--- src/rtl/lsu_pkg.sv ---
// Shared load/store types: FSM states, func3 access encodings and major opcodes.
package lsu_pkg;

  typedef enum logic [1:0] {
    IDLE   = 2'd0,
    ACCESS = 2'd1,
    DONE   = 2'd2
  } lsu_state_t;

  localparam logic [2:0] F3_B  = 3'b000;
  localparam logic [2:0] F3_H  = 3'b001;
  localparam logic [2:0] F3_W  = 3'b010;
  localparam logic [2:0] F3_BU = 3'b100;
  localparam logic [2:0] F3_HU = 3'b101;

  localparam logic [6:0] LTYPE = 7'b0000011;
  localparam logic [6:0] STYPE = 7'b0100011;

endpackage

--- src/rtl/lsu_align.sv ---
// Combinational store lane replication/byte mask, load extraction/extension and access legality.
// Zero latency; no handshake.
module lsu_align
  import lsu_pkg::*;
(
  input  logic        is_store,
  input  logic [2:0]  func3,
  input  logic [1:0]  addr_lo,
  input  logic        check_align,
  input  logic [31:0] store_data,
  input  logic [31:0] rdata,
  output logic [31:0] wdata,
  output logic [3:0]  wmask,
  output logic [31:0] load_val,
  output logic        bad
);

  logic [31:0] byte_lane;
  logic [31:0] half_lane;
  logic        legal;
  logic        misaligned;

  assign byte_lane = rdata >> {addr_lo, 3'b000};
  assign half_lane = rdata >> {addr_lo[1], 4'b0000};

  always_comb begin
    wdata    = '0;
    wmask    = '0;
    load_val = '0;
    case (func3)
      F3_B: begin
        wdata    = {4{store_data[7:0]}};
        wmask    = 4'b0001 << addr_lo;
        load_val = {{24{byte_lane[7]}}, byte_lane[7:0]};
      end
      F3_H: begin
        wdata    = {2{store_data[15:0]}};
        wmask    = 4'b0011 << {addr_lo[1], 1'b0};
        load_val = {{16{half_lane[15]}}, half_lane[15:0]};
      end
      F3_W: begin
        wdata    = store_data;
        wmask    = 4'b1111;
        load_val = rdata;
      end
      F3_BU:   load_val = {24'h0, byte_lane[7:0]};
      F3_HU:   load_val = {16'h0, half_lane[15:0]};
      default: ;
    endcase
  end

  // Unsigned encodings exist only for loads.
  assign legal = is_store ? (func3 == F3_B || func3 == F3_H || func3 == F3_W)
                          : (func3 == F3_B || func3 == F3_H || func3 == F3_W ||
                             func3 == F3_BU || func3 == F3_HU);

  assign misaligned = ((func3 == F3_H || func3 == F3_HU) && addr_lo[0]) ||
                      ((func3 == F3_W) && (addr_lo != 2'b00));

  assign bad = !legal || (check_align && misaligned);

endmodule

--- src/rtl/load_store_unit.sv ---
// Memory-access stage: one req/ready data-memory transaction per start, 3+ cycles start-to-idle.
// mem_req holds until mem_ready; start is ignored while busy. LSU_MISALIGN_TRAP_EN enables alignment traps.
module load_store_unit
  import lsu_pkg::*;
#(
  parameter int XLEN   = 32,
  parameter int MASK_W = XLEN / 8
) (
  input  logic              clk,
  input  logic              rst,
  input  logic              start,
  input  logic              is_store,
  input  logic [2:0]        func3,
  input  logic [XLEN-1:0]   addr,
  input  logic [XLEN-1:0]   store_data,
  output logic              mem_req,
  output logic              mem_we,
  output logic [XLEN-1:0]   mem_addr,
  output logic [XLEN-1:0]   mem_wdata,
  output logic [MASK_W-1:0] mem_wmask,
  input  logic              mem_ready,
  input  logic [XLEN-1:0]   mem_rdata,
  output logic              busy,
  output logic              done,
  output logic              err,
  output logic [XLEN-1:0]   load_data
);

`ifdef LSU_MISALIGN_TRAP_EN
  localparam logic TRAP_MISALIGN = 1'b1;
`else
  localparam logic TRAP_MISALIGN = 1'b0;
`endif

  lsu_state_t  state;
  logic        is_store_q;
  logic [2:0]  func3_q;
  logic [1:0]  addr_lo_q;

  logic        sel_store;
  logic [2:0]  sel_func3;
  logic [1:0]  sel_addr_lo;
  logic [31:0] al_wdata;
  logic [3:0]  al_wmask;
  logic [31:0] al_load;
  logic        al_bad;

  // In IDLE the aligner looks at the incoming request; afterwards at the latched one.
  assign sel_store   = (state == IDLE) ? is_store   : is_store_q;
  assign sel_func3   = (state == IDLE) ? func3      : func3_q;
  assign sel_addr_lo = (state == IDLE) ? addr[1:0]  : addr_lo_q;

  lsu_align u_align (
    .is_store    (sel_store),
    .func3       (sel_func3),
    .addr_lo     (sel_addr_lo),
    .check_align (TRAP_MISALIGN),
    .store_data  (store_data),
    .rdata       (mem_rdata),
    .wdata       (al_wdata),
    .wmask       (al_wmask),
    .load_val    (al_load),
    .bad         (al_bad)
  );

  always_ff @(posedge clk or posedge rst) begin
    if (rst) begin
      state      <= IDLE;
      is_store_q <= 1'b0;
      func3_q    <= '0;
      addr_lo_q  <= '0;
      mem_req    <= 1'b0;
      mem_we     <= 1'b0;
      mem_addr   <= '0;
      mem_wdata  <= '0;
      mem_wmask  <= '0;
      busy       <= 1'b0;
      done       <= 1'b0;
      err        <= 1'b0;
      load_data  <= '0;
    end else begin
      done <= 1'b0;
      case (state)
        IDLE: begin
          if (start) begin
            is_store_q <= is_store;
            func3_q    <= func3;
            addr_lo_q  <= addr[1:0];
            busy       <= 1'b1;
            if (al_bad) begin
              state <= DONE;
              done  <= 1'b1;
              err   <= 1'b1;
            end else begin
              state     <= ACCESS;
              err       <= 1'b0;
              mem_req   <= 1'b1;
              mem_we    <= is_store;
              mem_addr  <= {addr[XLEN-1:2], 2'b00};
              mem_wdata <= is_store ? al_wdata : '0;
              mem_wmask <= is_store ? al_wmask : '0;
            end
          end
        end
        ACCESS: begin
          if (mem_ready) begin
            state     <= DONE;
            done      <= 1'b1;
            mem_req   <= 1'b0;
            mem_we    <= 1'b0;
            mem_wmask <= '0;
            if (!is_store_q) load_data <= al_load;
          end
        end
        DONE: begin
          state <= IDLE;
          busy  <= 1'b0;
        end
        default: begin
          state <= IDLE;
          busy  <= 1'b0;
        end
      endcase
    end
  end

endmodule

--- config.mk ---
export PLATFORM = sky130hd
export DESIGN_NAME = load_store_unit
export DESIGN_NICKNAME = d
export VERILOG_FILES = /design/src/rtl/lsu_pkg.sv /design/src/rtl/lsu_align.sv /design/src/rtl/load_store_unit.sv
export SDC_FILE = /design/constraint.sdc
export NUM_CORES = 1
export LEC_CHECK = 0
export BUFFER_PORTS_ARGS = -buffer_cell sky130_fd_sc_hd__buf_4
export CORE_MARGIN = 1
export CORE_UTILIZATION = 52
export CTS_BUF_LIST = sky130_fd_sc_hd__clkbuf_2 sky130_fd_sc_hd__clkbuf_4 sky130_fd_sc_hd__clkbuf_8
export DETAILED_ROUTE_END_ITERATION = 10
export HOLD_SLACK_MARGIN = 0.03
export PLACE_DENSITY_LB_ADDON = 0.05
export SLEW_MARGIN = 15
export SYNTH_ARGS = -nofsm -noshare
export SYNTH_HDL_FRONTEND = slang
export SYNTH_HIERARCHICAL = 1
export SYNTH_SLANG_ARGS = --single-unit
--- constraint.sdc ---
create_clock -name clk -period 4.6 [get_ports clk]
set_input_delay 0.46 -clock clk [delete_from_list [all_inputs] [get_ports clk]]
set_output_delay 0.46 -clock clk [all_outputs]
set_load 0.1 [all_outputs]
==> results of run 1 <==
## cells in the final DEF, fill, tap and decap left out, types with 9 or more instances in the layout
cell type  synthesis  final
o21ai_0           10     10
buf_4              5    215
clkbuf_8           0      9
nand2b_1          15     15
mux2_2            55     55
dfrtp_1          111    111
nor2_1            10     10
a21o_1            16     16
nand3_1           49     49
o211ai_1          16     16
nand2_1          192    192
a21oi_1           54     54
## per-layer routing
| layer | vias to the layer above | track usage [%] |
|---|---|---|
| li1 | 2517 | - |
| met1 | 2510 | 34.39 |
| met2 | 196 | 43.31 |
| met3 | 24 | 6.028 |
| met4 | 0 | 8.687 |
| met5 | - | 0 |
## cell usage after synthesis (2+ instances only)
cell type  count
o211ai_1      16
o21ai_0       10
nor2_1        10
o21a_1         2
mux2_1         3
nor2b_1        4
nand2b_1      15
buf_6         11
mux2i_1        7
o22ai_1        5
mux2_2        55
clkbuf_1      20
a21oi_1       54
nand4_1        4
mux2_4         2
buf_4          5
a21o_1        16
and2_1         8
nand2_1      192
nand3_1       49
dfrtp_1      111
o2bb2a_1       2
inv_1          9
buf_2         18
a22oi_1        2
## registers in the layout (all words and copies together), names as in the netlist, 2 cells and up
| signal | cells |
|---|---|
| addr_lo_q | 2 |
| func3_q | 3 |
| load_data | 32 |
| mem_addr | 30 |
| mem_wdata | 32 |
| mem_wmask | 4 |
| state | 2 |
## path summary, 6_finish.rpt
kind	cells past startpoint	slack (ps)	to
max in group asynchronous	3	3310	load_data[24]
min in group asynchronous	2	280	load_data[30]
worst min register to register	2	480	mem_wdata[5]
worst max register to register	8	1010	mem_addr[2]
worst min-delay path	3	240	mem_addr[31]
worst max-delay path	8	1010	mem_addr[2]
## worst max-delay path: stages, from the launching register on
cell	delay, ps
dfrtp_1	540
nor2_2	390
mux2_2	620
nor2_1	220
o2bb2ai_1	150
or4b_2	1030
buf_4	370
nand2_1	100
nand2_1	50
## layout make-up
class                   count  area, um2
multi-input cells         475       2770
flip-flops and latches    111       2778
clock buffers               9      123.9
repair buffers            215       1614
well taps                 140      175.2
fillers                   903       3327
inverters                   9      36.28
clock inverters             7      111.4
## metrics by stage
step,worst slack (ps),utilization (%),instance area [um2],std cells,hold WS [ps]
6_report,1013,69.58,7609,966,242.1
5_1_grt,782.3,69.58,7609,966,232.8
4_1_cts,1008,69.58,7609,966,240.7
3_5_place_dp,1015,67.43,7373,950,460.0
3_3_place_gp,1170,67.43,7373,950,451.4
2_1_floorplan,1209,-,5912,650,475.4
## kinds of logic after synthesis
kind of cell	Yosys count
simple gates	292
compound gates	113
flops	111
mux	67
buf+inv	64
other cells	1
==> key figures, run 1 <==
Floorplanning
  • I/O Pins: 209
  • Initial core utilization: a little over half
  • Core ar.: approximately 11000 um2
  • Die area: 11790 um2
  • Die H: 108.6 um
  • Die W: about 110 um
  • Std-Cell Rows: 38

Setup path
  • R2r startpoint: state[1]
  • Crit path capture type: flop
  • Worst-path fanout max: 40
  • Critical path class: flop to flop
  • Critical Path AT: 3880 ps
  • Startpoint Class: flop
  • Critical Path RT: ~4900 ps
  • Critical path origin: state[1]

Synthesis
  • Yosys warns: 6
  • Seq/Total Area, Yosys: 47.04%
  • Synthesized instance count: between 600 and 700
  • Top-area cell type share of the netlist area: 47.04%
  • Synth Cell Area: 5904 um2
  • Xor and xnor fraction of the mapped netlist area: 0%
  • Synth Area in Simple Gates: 22.02%
  • Synth Area in Compound Gates: 11.95%
  • Top cells by area, synth: dfrtp_1 47%, nand2_1 12%, mux2_2 10%, a21oi_1 4.6%, nand3_1 4.2%
  • Post-synth EDFFs: 0
  • Post-synthesis mux area share: 12.76%
  • Synthesized area per cell: slightly above 9 um2
  • Asr flop ratio synth: 100.0%
  • Synthesized flop and latch total: 111
  • Yosys top cell by area: dfrtp_1
  • Largest family of logic cells by synthesized area: simple AND/OR/NAND/NOR gates
  • Synth Area in Adders: 0%
  • Post-synth cell types: 43
  • Top_reg_cell synth: dfrtp_1

Detailed routing
  • DRC viols: 0
  • Vias after detailed routing: around 5200
  • Metal3 WL: 1057 um
  • Highest Signal Layer: met4
  • First-pass detailed-route iteration total: 4
  • DRT met1 WL: 6553 um
  • Avg WL per Cell: 15.90 um
  • WL final: about 15000 um
  • Routed Antenna Nets: 0
  • Vias/cell: 5.432
  • Met2 wire len: ~7500 um
  • Initial drt markers: 430

Layout
  • Final Net Count: 925
  • Synthesis-to-layout area growth: 28.86%
  • Share of layout cells above drive strength 1: a little over a third
  • Number of diodes: 0

GRT
  • First-pass GRT wire length: around 24000 um
  • Tot GR Track Use: a little over a quarter
  • Initial antenna violation count: 0
  • Pin count of the biggest net entering global routing: 80
  • Total gr overflow: 0
  • Vias in the first global route: 5012

Timing
  • Max Fclk: 278.7 MHz
  • Slew @ Worst Pin: about 940 ps
  • Setup violators final: 0
  • Fin crit period: ~3600 ps
  • Hold Fails Final Rpt: 0
  • Slew Limit Fails: 0
  • TNS Setup: 0 ps
  • Final worst path period share: 77.99%
  • Slew margin rel.: 37.07%
  • Worst Skew: 15.55 ps
  • RSZ-0062 raised after global routing: false

Run
  • Number of max-cap violations: 0

CTS
  • Post-CTS Setup Bufs: 0
  • Worst-case clock buffer depth: 2
  • Root Buffer Master: clkbuf_8
  • CTS tree: built
  • Clock Latency Late Sink: 390 ps
  • Clock slew at reported path FFs: 120 ps
  • Clock buffer count from CTS: 9
  • Hold Buf Count CTS: 0
  • TritonCTS Sinks: 111
  • PostCTS Resize Cnt: 0
  • Htree depth: 3

Worst hold path
  • Hold Crit Start: addr[31]
  • Worst min path class: input port to flop

Place
  • IO Port Bufs: 206
  • Post-DP HPWL: 11020 um
  • RD Place Congestion: 0.8392

Run status
  • Outcome: completed
Power of run 1 is not shown: default switching activity piles up to over one toggle a cycle in this logic, so the estimate is an artifact.
==> inputs of run 2 (changes only) <==
--- a/config.mk
+++ b/config.mk
@@ -5,6 +5,7 @@
 export SDC_FILE = /design/constraint.sdc
 export NUM_CORES = 1
 export LEC_CHECK = 0
+export ABC_AREA = 1
 export BUFFER_PORTS_ARGS = -buffer_cell sky130_fd_sc_hd__buf_4
 export CORE_MARGIN = 1
 export CORE_UTILIZATION = 52
==> constraint.sdc (replaced) <==
create_clock -name clk -period 3.6 [get_ports clk]
set_input_delay 0.36 -clock clk [delete_from_list [all_inputs] [get_ports clk]]
set_output_delay 0.36 -clock clk [all_outputs]
set_load 0.1 [all_outputs]
==> run 2 against run 1 <==
Net effect: non-clock buffer count rose by 1; die area rose by 1.9%; flip-flop and latch count did not move; count of clock-buffer cells in the layout rose by 1; setup slack got worse by 370 ps; maximum frequency rose by 21%; hold slack got worse by 100 ps; register-to-register slack got worse by 370 ps; clock skew rose by 3.8 ps; routed wire length rose by 5.4%; sequential share of layout area fell by 0.42 points; first-iteration DRC count fell by 14%; highest routed layer unchanged.
==> key figures, run 2 <==
Layout
  • Final instance area: 7697 um2 (+1.2%)
  • Share of layout cells above drive strength 1: 25.10% (-11 points)
  • Synthesis-to-layout area growth: 27.87%
  • Final Net Count: 1135 (+23%)
  • Number of diodes: 0 (unchanged)
  • Commonest non-fill, non-tap cells in the layout: 423 x nand2_1, 216 x buf_4, 111 x dfrtp_1
  • Top flop regs: load_data x32, mem_wdata x32, mem_addr x30
  • Most common cell after layout, fill and taps aside: nand2_1

Synthesis
  • Post-synth cell types: 23 (-47%)
  • Synthesized instance count: 850 (+31%)
  • Top cells by area, synth: dfrtp_1 46%, nand2_1 26%, nand3_1 7.5%, o21ai_0 3.6%, inv_1 3.4%
  • Synth top cells by count: 423 x nand2_1, 111 x dfrtp_1, 90 x nand3_1
  • Synthesized area per cell: 7.082 um2 (-22%)
  • Top_reg_cell synth: dfrtp_1
  • Asr flop ratio synth: 100.0% (unchanged)
  • Yosys top cell by area: dfrtp_1
  • Post-synth EDFFs: 0 (unchanged)
  • Seq/Total Area, Yosys: 46.14% (-0.90 points)
  • Synthesized flop and latch total: 111 (unchanged)
  • Top-area cell type share of the netlist area: 46.14% (-0.90 points)
  • Synth Cell Area: 6020 um2 (+1.9%)
  • Yosys warns: 6 (unchanged)
  • Count leader, synth: nand2_1

Floorplanning
  • I/O Pins: 209 (unchanged)
  • Die area: 12010 um2 (+1.9%)
  • Initial core utilization: 54.34% (+0.34 points)
  • Die W: 109.6 um (+0.95%)
  • Die H: 109.6 um (+0.95%)
  • Std-Cell Rows: 38 (unchanged)
  • Core ar.: 11080 um2 (+1.3%)

CTS
  • Root Buffer Master: clkbuf_8
  • CTS tree: built
  • Clock Latency Late Sink: 380 ps (about the same)
  • PostCTS Resize Cnt: 0 (unchanged)
  • Htree depth: 3 (unchanged)
  • Worst-case clock buffer depth: 2 (unchanged)
  • Clock buffer count from CTS: 9 (unchanged)
  • Post-CTS Setup Bufs: 0 (unchanged)
  • Clock slew at reported path FFs: 110 ps (about the same)
  • TritonCTS Sinks: 111 (unchanged)
  • Hold Buf Count CTS: 0 (unchanged)

Setup path
  • Reg2Reg Depth: 12 (+4)
  • Crit path capture type: flop
  • Critical path class: flop to flop
  • Startpoint Class: flop
  • Worst-path fanout max: 74 (+85%)
  • Critical Path RT: 3880 ps (-1010 ps)
  • Critical Path AT: 3230 ps (-650 ps)

Timing
  • Worst Skew: 19.30 ps (+3.750 ps)
  • Setup violators final: 0 (unchanged)
  • Final worst path period share: 82.03% (+4.0 points)
  • Hold Fails Final Rpt: 0 (unchanged)
  • Fin crit period: 2953 ps (-634.4 ps)
  • RSZ-0062 raised after global routing: false
  • Slew @ Worst Pin: 1097 ps (+153.1 ps)
  • Max Fclk: 338.6 MHz (+21%)
  • Slew margin rel.: 26.68% (-10 points)
  • Slew Limit Fails: 0 (unchanged)
  • TNS Setup: 0 ps (unchanged)

Detailed routing
  • First-pass detailed-route iteration total: 5 (+1)
  • DRC viols: 0 (unchanged)
  • Initial drt markers: 370 (-14%)
  • Routed Antenna Nets: 0 (unchanged)
  • Avg WL per Cell: 13.77 um (-13%)
  • Vias/cell: 5.054 (-6.9%)
  • Vias after detailed routing: 5944 (+13%)
  • WL final: 16200 um (+5.4%)

Place
  • Post-DP HPWL: 11840 um (+7.5%)
  • RD Place Congestion: 0.9569 (+14%)
  • IO Port Bufs: 206 (unchanged)
  • DP Area: 7491 um2 (+1.6%)

GRT
  • Tot GR Track Use: 27.31% (+0.94 points)
  • First-pass GRT wire length: 25150 um (+4.5%)
  • Vias in the first global route: 5403 (+7.8%)
  • Initial antenna violation count: 0 (unchanged)
  • Total gr overflow: 0 (unchanged)
  • Pin count of the biggest net entering global routing: 75 (-6.3%)

Worst hold path
  • Worst min path class: input port to async pin

Run status
  • Outcome: completed

Run
  • Number of max-cap violations: 0 (unchanged)
## run 2: worst max-delay path, stage by stage, from the launching register on
cell	delay [ps]
dfrtp_1	420
nor2_4	100
o21ai_2	810
o21ai_1	210
inv_1	100
a21oi_1	40
nand2_1	90
nor2_1	60
nand2_2	70
buf_4	540
nand2_1	240
nand2_1	120
nand2_1	50
## run 2: path summary, 6_finish.rpt
path,from,endpoint,slack (ps)
max reg2reg,state[0],mem_wmask[1],650
min,rst,mem_addr[20],140
max in group asynchronous,rst,load_data[25],2600
min reg2reg,load_data[5],load_data[5],480
max,state[0],mem_wmask[1],650
min in group clk,addr[8],mem_addr[8],170
## run 2: metrics by stage
step	instances	hold WS (ps)	setup WS (ps)	util, %
2_1_floorplan	852	453.7	309.3	-
3_3_place_gp	1160	455.7	706.5	67.62
3_5_place_dp	1160	463.5	672.7	67.62
4_1_cts	1176	148.5	635.5	69.48
5_1_grt	1176	145.4	380.9	69.48
6_report	1176	140.9	647.0	69.48
## run 2: routing by layer
metal | wire length [um] | part of all wire [%] | GRT usage [%] | vias to the layer above
met5 | 0 | 0 | 0 | -
met4 | 414 | 2.6 | 10.10 | 0
met2 | 7782 | 48 | 46.59 | 213
met3 | 1096 | 6.8 | 4.683 | 31
met1 | 6903 | 43 | 34.83 | 2736
li1 | - | - | - | 2964
## run 2: kinds of logic after synthesis
| logic type | Yosys count | synth area share [%] |
|---|---|---|
| simple gates | 575 | 39.74 |
| compound gates | 55 | 4.635 |
| other cells | 1 | 0.06230 |
| flops | 111 | 46.14 |
| buf+inv | 108 | 9.416 |
## run 2: area by class of cell
class,count,area (um2)
Multi-Input combinational cell,633,2686
Clock inverter,6,75.07
Clock buffer,10,131.4
Timing Repair Buffer,216,1622
Inverter,60,230.2
Fill cell,1034,3381
Tap cell,140,175.2
Sequential cell,111,2778
Power of run 2 is left out for the same reason.
==> inputs of run 3 (changes only) <==
==> constraint.sdc (replaced) <==
create_clock -name clk -period 2.8 [get_ports clk]
set_input_delay 0.28 -clock clk [delete_from_list [all_inputs] [get_ports clk]]
set_output_delay 0.28 -clock clk [all_outputs]
set_load 0.1 [all_outputs]
==> run 3 against run 2 <==
Net effect: routed wire length is 2.7% lower; critical path depth up 1; via count down 1.0%; first-iteration DRC count rose by 51%; core utilization grew 0.45 points; global-route usage fell by 0.34 points; hold slack lost 55 ps; die area stayed put; sequential share of layout area shrank 0.23 points; flip-flop and latch count unchanged; setup slack worse by 340 ps; clock skew down 4.2 ps; critical endpoint is now mem_addr[6].
==> key figures, run 3 (synthesis results as in run 2) <==
Timing
  • Max Fclk: 401.4 MHz (+19%)
  • RSZ-0062 raised after global routing: false
  • Fin crit period: 2491 ps (-462.0 ps)
  • TNS Setup: 0 ps (unchanged)
  • Slew @ Worst Pin: 853.7 ps (-243.5 ps)
  • Slew Limit Fails: 0 (unchanged)
  • Final worst path period share: 88.97% (+6.9 points)
  • Slew margin rel.: 42.49% (+16 points)
  • Worst Skew: 15.12 ps (-4.189 ps)
  • Setup violators final: 0 (unchanged)
  • Hold Fails Final Rpt: 0 (unchanged)

CTS
  • Clock slew at reported path FFs: 110 ps (about the same)
  • Root Buffer Master: clkbuf_8
  • Clock buffer count from CTS: 9 (unchanged)
  • Clock Latency Late Sink: 380 ps (about the same)
  • Post-CTS Setup Bufs: 0 (unchanged)
  • Htree depth: 3 (unchanged)
  • Worst-case clock buffer depth: 2 (unchanged)
  • TritonCTS Sinks: 111 (unchanged)
  • CTS tree: built

Detailed routing
  • DRC viols: 0 (unchanged)
  • Avg WL per Cell: 13.34 um (-3.1%)
  • Routed Antenna Nets: 0 (unchanged)
  • Vias/cell: 4.976 (-1.5%)
  • First-pass detailed-route iteration total: 5 (unchanged)
  • WL final: 15770 um (-2.7%)
  • Initial drt markers: 560 (+51%)
  • Vias after detailed routing: 5882 (-1.0%)

Place
  • IO Port Bufs: 206 (unchanged)
  • RD Place Congestion: 0.9713 (+1.5%)
  • Post-DP HPWL: 11630 um (-1.8%)
  • Placed insts: 1165 (+0.43%)

Floorplanning
  • Std-Cell Rows: 38 (unchanged)
  • I/O Pins: 209 (unchanged)
  • Die area: 12010 um2 (unchanged)
  • Die W: 109.6 um (unchanged)
  • Core ar.: 11080 um2 (unchanged)
  • Initial core utilization: 54.34% (unchanged)
  • Die H: 109.6 um (unchanged)

Run
  • Number of max-cap violations: 0 (unchanged)

GRT
  • Initial antenna violation count: 0 (unchanged)
  • Vias in the first global route: 5277 (-2.3%)
  • Pin count of the biggest net entering global routing: 51 (-32%)
  • Total gr overflow: 0 (unchanged)
  • First-pass GRT wire length: 25050 um (-0.39%)
  • Tot GR Track Use: 26.96% (-0.34 points)

Layout
  • Share of layout cells above drive strength 1: 25.43% (+0.34 points)
  • Commonest non-fill, non-tap cells in the layout: 423 x nand2_1, 220 x buf_4, 111 x dfrtp_1
  • Synthesis-to-layout area growth: 28.71%
  • Final std cells w/o fill: 1182 (+0.51%)
  • Most common cell after layout, fill and taps aside: nand2_1
  • Final Net Count: 1141 (+0.53%)
  • Top flop regs: load_data x32, mem_wdata x32, mem_addr x30
  • Number of diodes: 0 (unchanged)

Setup path
  • Critical path class: flop to flop
  • Crit path capture type: flop
  • Critical Path RT: 3120 ps (-760 ps)
  • Critical Path AT: 2810 ps (-420 ps)
  • Startpoint Class: flop
  • Worst-path fanout max: 30 (-59%)

Run status
  • Outcome: completed

Worst hold path
  • Worst min path class: input port to flop
[run 3: what timing repair did]
| action | 4_1_cts | 5_1_grt |
|---|---|---|
| gates resized for setup | 0 | 1 |
| hold buffers | 1 | 0 |
| endpoints found under the setup margin | 0 | 13 |
| hold endpoints to repair | 17 | 0 |
[run 3: per-layer routing]
layer | part of all wire (%) | up-vias | track usage, %
met1 | 44 | 2655 | 36.55
met2 | 47 | 219 | 44.47
met5 | 0 | - | 0
met4 | 1.8 | 0 | 8.000
met3 | 7.1 | 23 | 4.505
li1 | - | 2985 | -
[run 3: worst paths after layout]
path                       slack, ps  depth (start not counted)       endpoint          start
setup / recovery                 310                         13    mem_addr[6]       state[0]
hold / removal                    90                          3   mem_addr[13]       addr[13]
setup reg to reg                 310                         13    mem_addr[6]       state[0]
hold reg to reg                  480                          2  load_data[28]  load_data[28]
max in group asynchronous       1420                          4  load_data[10]            rst
min in group asynchronous        440                          3   mem_wdata[5]            rst
[run 3: critical path: stages (launching register included)]
cell and delay [ps]:
dfrtp_1 430, nor2_4 290, a21oi_1 110, buf_4 190, o21ai_1 180, inv_1 50
a21oi_1 110, nand2_1 90, nor2_1 130, nand2_2 230, inv_1 110, buf_4 300
nand2_1 90, nand2_1 80
[run 3: final cells by class]
| type | count | area [um2] |
|---|---|---|
| inverter | 60 | 231.5 |
| clock inverter | 5 | 65.06 |
| clock buffer | 11 | 138.9 |
| multi-input combinational | 633 | 2686 |
| tap | 140 | 175.2 |
| sequential | 111 | 2778 |
| fill | 1000 | 3331 |
| timing repair buffer | 222 | 1673 |
[run 3: metrics by stage]
step | worst slack, ps | cell area, um2 | hold WS, ps | util, %
after floorplan | 590.3 | 6031 | 387.3 | -
after global placement | 330.8 | 7530 | 305.5 | 67.97
after detailed placement | 255.4 | 7530 | 301.0 | 67.97
after CTS | 216.9 | 7744 | 73.43 | 69.90
after global routing | 44.38 | 7747 | 76.48 | 69.93
final | 308.9 | 7747 | 86.10 | 69.93
Power of run 3 is left out for the same reason.
